### src/rtl/basic_sra_master.sv
// basic_sra_master: initiator end of the SRA request/response protocol.
// Issues one client read/write at a time, waits (bounded) for the reply.
//
// Ports:
//   clk, rst            clock, synchronous active-high reset
//   cmd_*               client command channel (valid/ready)
//   m_*                 SRA M->S request channel (user: 0 write, 1 read)
//   s_*                 SRA S->M response channel (user: 0 ok, 1 fail)
//   done_*              result back to client (valid/ready)
//   err_stray           sticky flag, response seen outside WAIT_RSP

module basic_sra_master #(
  parameter int ADDR_W         = 32,
  parameter int DATA_W         = 32,
  parameter int TIMEOUT_CYCLES = 256
) (
  input  logic              clk,
  input  logic              rst,
  input  logic              cmd_valid,
  output logic              cmd_ready,
  input  logic              cmd_read,
  input  logic [ADDR_W-1:0] cmd_addr,
  input  logic [DATA_W-1:0] cmd_wdata,
  output logic              m_valid,
  input  logic              m_ready,
  output logic              m_user,
  output logic [ADDR_W-1:0] m_addr,
  output logic [DATA_W-1:0] m_data,
  input  logic              s_valid,
  output logic              s_ready,
  input  logic              s_user,
  input  logic [DATA_W-1:0] s_data,
  output logic              done_valid,
  input  logic              done_ready,
  output logic              done_fail,
  output logic              done_timeout,
  output logic [DATA_W-1:0] done_rdata,
  output logic              err_stray
);

  localparam int CW =
    (TIMEOUT_CYCLES < 1) ? 1 : $clog2(TIMEOUT_CYCLES + 1);

  localparam bit TO_EN = (TIMEOUT_CYCLES != 0);

  localparam logic [CW-1:0] CNT_LAST =
    CW'((TIMEOUT_CYCLES > 0) ? TIMEOUT_CYCLES - 1 : 0);

  localparam logic [CW-1:0] CNT_MAX = {CW{1'b1}};

  typedef enum logic [1:0] {
    S_IDLE,
    S_REQ,
    S_WAIT,
    S_DONE
  } state_t;

  state_t            r_state;
  logic              r_user;
  logic [ADDR_W-1:0] r_addr;
  logic [DATA_W-1:0] r_data;
  logic [CW-1:0]     r_cnt;
  logic              r_fail;
  logic              r_tout;
  logic [DATA_W-1:0] r_rdata;
  logic              r_stray;

  state_t            w_state_nx;
  logic              w_user_nx;
  logic [ADDR_W-1:0] w_addr_nx;
  logic [DATA_W-1:0] w_data_nx;
  logic [CW-1:0]     w_cnt_nx;
  logic              w_fail_nx;
  logic              w_tout_nx;
  logic [DATA_W-1:0] w_rdata_nx;
  logic              w_stray_nx;

  logic              w_s_ready;
  logic              w_cmd_ready;
  logic              w_rsp_fire;
  logic              w_cmd_fire;
  logic              w_expired;

  // Response channel is always open outside reset so the slave never
  // stalls; replies outside WAIT are dropped and flagged.
  assign w_s_ready   = !rst;
  assign w_cmd_ready = (r_state == S_IDLE) && !rst;
  assign w_rsp_fire  = s_valid && w_s_ready;
  assign w_cmd_fire  = cmd_valid && w_cmd_ready;
  assign w_expired   = TO_EN && (r_cnt == CNT_LAST);

  always_comb begin
    w_state_nx = r_state;
    w_user_nx  = r_user;
    w_addr_nx  = r_addr;
    w_data_nx  = r_data;
    w_cnt_nx   = r_cnt;
    w_fail_nx  = r_fail;
    w_tout_nx  = r_tout;
    w_rdata_nx = r_rdata;
    w_stray_nx = r_stray;

    if (w_rsp_fire && (r_state != S_WAIT)) begin
      w_stray_nx = 1'b1;
    end

    unique case (r_state)
      S_IDLE: begin
        if (w_cmd_fire) begin
          w_user_nx  = cmd_read;
          w_addr_nx  = cmd_addr;
          w_data_nx  = cmd_read ? '0 : cmd_wdata;
          w_state_nx = S_REQ;
        end
      end
      S_REQ: begin
        if (m_ready) begin
          w_cnt_nx   = '0;
          w_state_nx = S_WAIT;
        end
      end
      S_WAIT: begin
        if (r_cnt != CNT_MAX) begin
          w_cnt_nx = r_cnt + 1'b1;
        end
        // A response on the expiry cycle takes priority over timeout.
        if (w_rsp_fire) begin
          w_fail_nx  = s_user;
          w_tout_nx  = 1'b0;
          w_rdata_nx = (r_user && !s_user) ? s_data : '0;
          w_state_nx = S_DONE;
        end else if (w_expired) begin
          w_fail_nx  = 1'b1;
          w_tout_nx  = 1'b1;
          w_rdata_nx = '0;
          w_state_nx = S_DONE;
        end
      end
      S_DONE: begin
        if (done_ready) begin
          w_state_nx = S_IDLE;
        end
      end
      default: begin
        w_state_nx = S_IDLE;
      end
    endcase
  end

  always_ff @(posedge clk) begin
    if (rst) begin
      r_state <= S_IDLE;
      r_user  <= 1'b0;
      r_addr  <= '0;
      r_data  <= '0;
      r_cnt   <= '0;
      r_fail  <= 1'b0;
      r_tout  <= 1'b0;
      r_rdata <= '0;
      r_stray <= 1'b0;
    end else begin
      r_state <= w_state_nx;
      r_user  <= w_user_nx;
      r_addr  <= w_addr_nx;
      r_data  <= w_data_nx;
      r_cnt   <= w_cnt_nx;
      r_fail  <= w_fail_nx;
      r_tout  <= w_tout_nx;
      r_rdata <= w_rdata_nx;
      r_stray <= w_stray_nx;
    end
  end

  assign cmd_ready    = w_cmd_ready;
  assign s_ready      = w_s_ready;
  assign m_valid      = (r_state == S_REQ);
  assign m_user       = r_user;
  assign m_addr       = r_addr;
  assign m_data       = r_data;
  assign done_valid   = (r_state == S_DONE);
  assign done_fail    = r_fail;
  assign done_timeout = r_tout;
  assign done_rdata   = r_rdata;
  assign err_stray    = r_stray;

endmodule

### config.mk
export PLATFORM = sky130hd
export DESIGN_NAME = basic_sra_master
export DESIGN_NICKNAME = d
export VERILOG_FILES = /design/src/rtl/basic_sra_master.sv
export SDC_FILE = /design/constraint.sdc
export NUM_CORES = 1
export LEC_CHECK = 0
export CORE_ASPECT_RATIO = 0.6
export CORE_UTILIZATION = 43
export DETAILED_ROUTE_END_ITERATION = 6
export HOLD_SLACK_MARGIN = 0.12
export PLACE_DENSITY = 0.88
export SKIP_LAST_GASP = 1
export SLEW_MARGIN = 10
export SYNTH_ARGS = -nofsm -noshare
export SYNTH_HDL_FRONTEND = slang
export SYNTH_SLANG_ARGS = --single-unit
### constraint.sdc
create_clock -name clk -period 3.5 [get_ports clk]
set_input_delay 0.7 -clock clk [delete_from_list [all_inputs] [get_ports clk]]
set_output_delay 0.7 -clock clk [all_outputs]
set_load 0.005 [all_outputs]
* Word level (Yosys, flattened, before mapping)
Cells that the tools add are included.
Word-level totals: bits in registers 111, input bits 104, logic and storage cells 51
Cells by class: add/subtract/negate cells 1, equality and inequality tests 11, mux-type cells 16, reductions and logical operators 14
Operator list (number):
- two-way mux 32 bit | 4
- two-way mux 9 bit | 2
- one-hot mux 9 bit (2 select lines) | 1
- two-way mux 2 bit | 5
- adder 9 x 1 -> 9 bit, second input constant | 1
- == test 9 x 8 -> 1 bit, second input constant | 1
- != test 9 bit, second input constant | 1
- one-hot mux 2 bit (4 select lines) | 1
- != test 2 bit, second input constant | 3
- logical AND 1 bit | 5
- == test 2 bit, second input constant | 2
- != test 2 x 1 -> 1 bit, second input constant | 2
- AND reduction 2 bit | 2
- AND reduction 4 bit | 1
- nonzero test 2 bit | 2
- two-way mux 1 bit | 3
- != test 3 bit, second input constant | 1
- AND reduction 3 bit | 1
- == test 2 x 1 -> 1 bit, second input constant | 1
- logical NOT 1 bit | 2
- logical NOT 2 bit | 1

* Longest topological paths before layout
word-level depth 5, depth in mapped cells 9

* Least setup slack after synthesis
OpenSTA, ideal clock, no wires.
path kind input-to-output, start in rst, end out s_ready, arrival 1.251 ns, required time 2.800 ns, slack 1.549 ns, stages 3, cells stage by stage buf_2 > clkinv_1 > clkbuf_1
On the way: longest elaborated chain between the ends 1
RTL lines:
- start, declared | RTL line 18 | input logic rst,
- logical NOT 1 bit | RTL line 86 | assign w_s_ready = !rst;
- end, declared | RTL line 30 | output logic s_ready,
No other way between the ends.

* Final worst setup path
start in s_valid, end reg r_rdata[24], in the netlist done_rdata[24]
On the way: longest elaborated chain between the ends 3, elaborated cells between the ends (all ways) 4
RTL lines:
- start, declared | RTL line 29 | input logic s_valid,
- logical AND 1 bit * | RTL line 88 | assign w_rsp_fire = s_valid && w_s_ready;
- nonzero test 2 bit (no source line)
- AND reduction 2 bit (no source line)
- end signal, assigned | RTL line 169 | r_rdata <= w_rdata_nx;
- end, declared | RTL line 65 | logic [DATA_W-1:0] r_rdata;
Every way passes the cells marked *; elsewhere a longest branch is shown, timed or not. A chain may end at the register's enable or synchronous reset.

==> impl_metrics.csv <==
group,metric,value,unit
pwr,switching_share,26.8,%
placement,gp_congestion,0.764,
grt,gr-total-overflow,0,
pwr,totalPowerFinal,3270,uW
critical_path,critPathKind,"in -> reg",
drt,drtPass1Iterations,4,
clock_tree,cts_made_buffers,9,
sta,slew_headroom,20.8,%
placement,place_area,6320,sq um
clock_tree,path_clk_slew,0.07,ns
placement,dpl.hpwl,8720,um
clock_tree,clkSinkCount,111,
sta,skew,0.0111,ns
clock_tree,cts_root_buffer,"clkbuf_16",
synth,yosysWarnings,0,
grt,antenna_found_initial,0,
synth,ys_ff_latch,111,
critical_path,cp-start-kind,"primary input",
synth,synth_top_area_share,53.2,%
outcome,status,"complete, no violations",
synth,synth_fp_nets,595,
finish,final_nets,782,
pwr,ir_drop,0.333,mV
clock_tree,cts_max_level,3,
pwr,p_sw,877,uW
placement,numPortBuffers,207,
hold_path,min_path_type,"reg -> reg",
critical_path,worstSetupEndpointType,"flip-flop",
critical_path,worst_ep_arrival_time,2.88,ns
clock_tree,hold_buffers,0,
pwr,power_density,494,nW/um^2
drt,wire_per_inst,15.2,um
clock_tree,clock_path_buffers,2,
grt,grt_max_degree,73,
floorplan,ios,208,
drt,remaining_drc_errors,0,
sta,min_period,2.61,ns
finish,area_growth,58.5,%
sta,min_period_over_period,74.6,%
clock_tree,cts_tree,"built",
pwr,seqPwrFrac,44.8,%
floorplan,num_rows,27,
sta,drv_slew,0,
finish,final_area,6620,sq um
drt,drt_iter0_drc,215,
sta,fmax,383,MHz
sta,finalHoldViolations,0,
drt,drt-total-wl,12200,um
floorplan,coreArea,9290,sq um
finish,antenna_cells,0,
finish,layout-drive-gt1-share,4.30,%
pwr,p_leak,0.00232,uW
drt,drt-vias-per-instance,5.09,
synth,syn-cell-area,4180,sq um
synth,synth_cells,483,
finish,fillers,664,
drt,ant_nets,0,
floorplan,fp.dieW,129,um
clock_tree,postCtsSetupBuffers,0,
sta,grt_setup_unrepaired,"no",
synth,ys_seq_area_share,53.2,%
grt,globalRouteTotalUtil,23.8,%
clock_tree,clk_latency,0.33,ns
floorplan,start_util,45.0,%
clock_tree,post_cts_resized,0,
synth,synth_area_leaders,"dfxtp_1 (53%), nand2_1 (9.9%), a22oi_1 (5.8%)",
sta,finalSetupTns,0,ns
critical_path,required,3.76,ns
pwr,clock_power_share,30.7,%
synth,synth_area_leader_cell,"dfxtp_1",
drt,route.vias.total,4101,
synth,synth_area_per_cell,8.65,sq um
pwr,power.internal,2390,uW
pwr,combPwrFrac,24.5,%
floorplan,design.die.area,10100,sq um
critical_path,cp_max_fo,32,
synth,synth_cell_type_count,37,
flow_run,drv_cap,0,
floorplan,die_y,78.4,um
sta,worstMarginPinSlew,1.19,ns
grt,grt_pass1_vias,4021,
grt,grt_pass1_wl,18900,um
sta,setup_viol,0,
==> layer usage <==
layer  share of wire [%]  track usage, %  up-vias
met5                   0               0        -
met4                 2.0            8.24        0
met3                 9.0            8.11       21
met2                  48            41.6      163
met1                  41            27.1     1909
li1                    -               -     2008
==> area by class of cell <==
type	instances	area, sq um	area share (%)
Sequential cell	111	2220	33.6
Inverter	6	22.5	0.340
Clock buffer	13	280	4.23
Tap cell	130	163	2.46
Multi-Input combinational cell	330	1780	26.9
Clock inverter	3	25.0	0.378
Timing Repair Buffer	212	2130	32.2
==> synth_stat cells <==
cell / count
a211oi_1: 2
a21oi_1: 38
a21oi_2: 1
a221o_1: 1
a22oi_1: 32
and2_1: 2
and3_2: 1
and4_1: 1
and4b_1: 1
buf_1: 1
buf_2: 13
buf_4: 2
clkbuf_1: 20
clkinv_1: 1
dfxtp_1: 111
ha_1: 8
inv_1: 5
mux2_2: 1
mux2i_1: 1
nand2_1: 110
nand2_2: 1
nand2b_1: 1
nand3_1: 1
nand3b_1: 32
nand4_1: 4
nand4b_1: 1
nor2_1: 39
nor2b_1: 4
nor3_1: 3
nor3b_1: 1
o21ai_0: 29
o21ai_1: 5
o31ai_1: 1
or2_1: 1
or3_1: 2
or4_4: 1
xor2_1: 5
==> power by group through the flow <==
stage          Clock, uW  Sequential [uW]  Combinational (uW)
2_1_floorplan          0             1490                 337
3_3_place_gp           0             1480                 774
3_5_place_dp           0             1490                 797
4_1_cts             1030             1460                 806
5_1_grt             1090             1480                 882
6_report            1000             1460                 801
==> critical path, cell delays in order <==
cell,delay [ns]
clkdlybuf4s50_1,0.50
nor2b_1,0.24
and4b_1,1.03
a22oi_1,0.24
nor2_1,0.15
==> kinds of logic after synthesis <==
group,after synthesis,synth area share (%)
simple gates,206,23.2
flops,111,53.2
compound gates,109,15.4
buf+inv,42,4.34
fa+ha+maj,8,2.40
xor+xnor,5,1.05
mux,2,0.509
==> registers in the layout (all words and copies together), names as in the netlist <==
signal and flops:
err_stray 1, done_rdata 32, m_data 32, r_state 2
done_fail 1, r_cnt 9, done_timeout 1, m_addr 32
m_user 1
==> final timing paths <==
kind | start | to | slack, ns | cells past startpoint
hold / removal | m_data[11]$_SDFFE_PP0P_ | m_data[11]$_SDFFE_PP0P_ | 0.45 | 2
setup / recovery | s_valid | done_rdata[24]$_SDFFE_PP0P_ | 0.89 | 5
setup reg to reg | r_state[0]$_SDFFE_PP0P_ | done_rdata[24]$_SDFFE_PP0P_ | 1.10 | 5
hold reg to reg | m_data[11]$_SDFFE_PP0P_ | m_data[11]$_SDFFE_PP0P_ | 0.45 | 2
==> layout by cell type (no fill, tap or decap), types with 2 or more instances in the layout <==
cell / instances
ha_1: 8
or3_1: 2
nor3_1: 3
a211oi_1: 2
nand4_1: 4
dfxtp_1: 111
nand3b_1: 32
clkbuf_8: 4
nor2_1: 39
buf_12: 2
nand2_1: 110
inv_1: 5
clkinv_4: 2
a21oi_1: 38
clkbuf_16: 9
o21ai_1: 4
nor2b_1: 4
buf_4: 3
clkdlybuf4s50_1: 206
a22oi_1: 32
xor2_1: 5
o21ai_0: 29
==> through the flow <==
step                      hold slack (ns)  setup WS (ns)  instances  utilization, %
after detailed placement            0.445          0.584        789            68.0
after global placement              0.436          0.676        789            68.0
after global routing                0.470          0.717        805            71.3
after CTS                           0.455          0.948        805            71.3
final                               0.455          0.889        805            71.3
after floorplan                     0.445           1.55        483               -
Power figures use the tool's default switching activity.
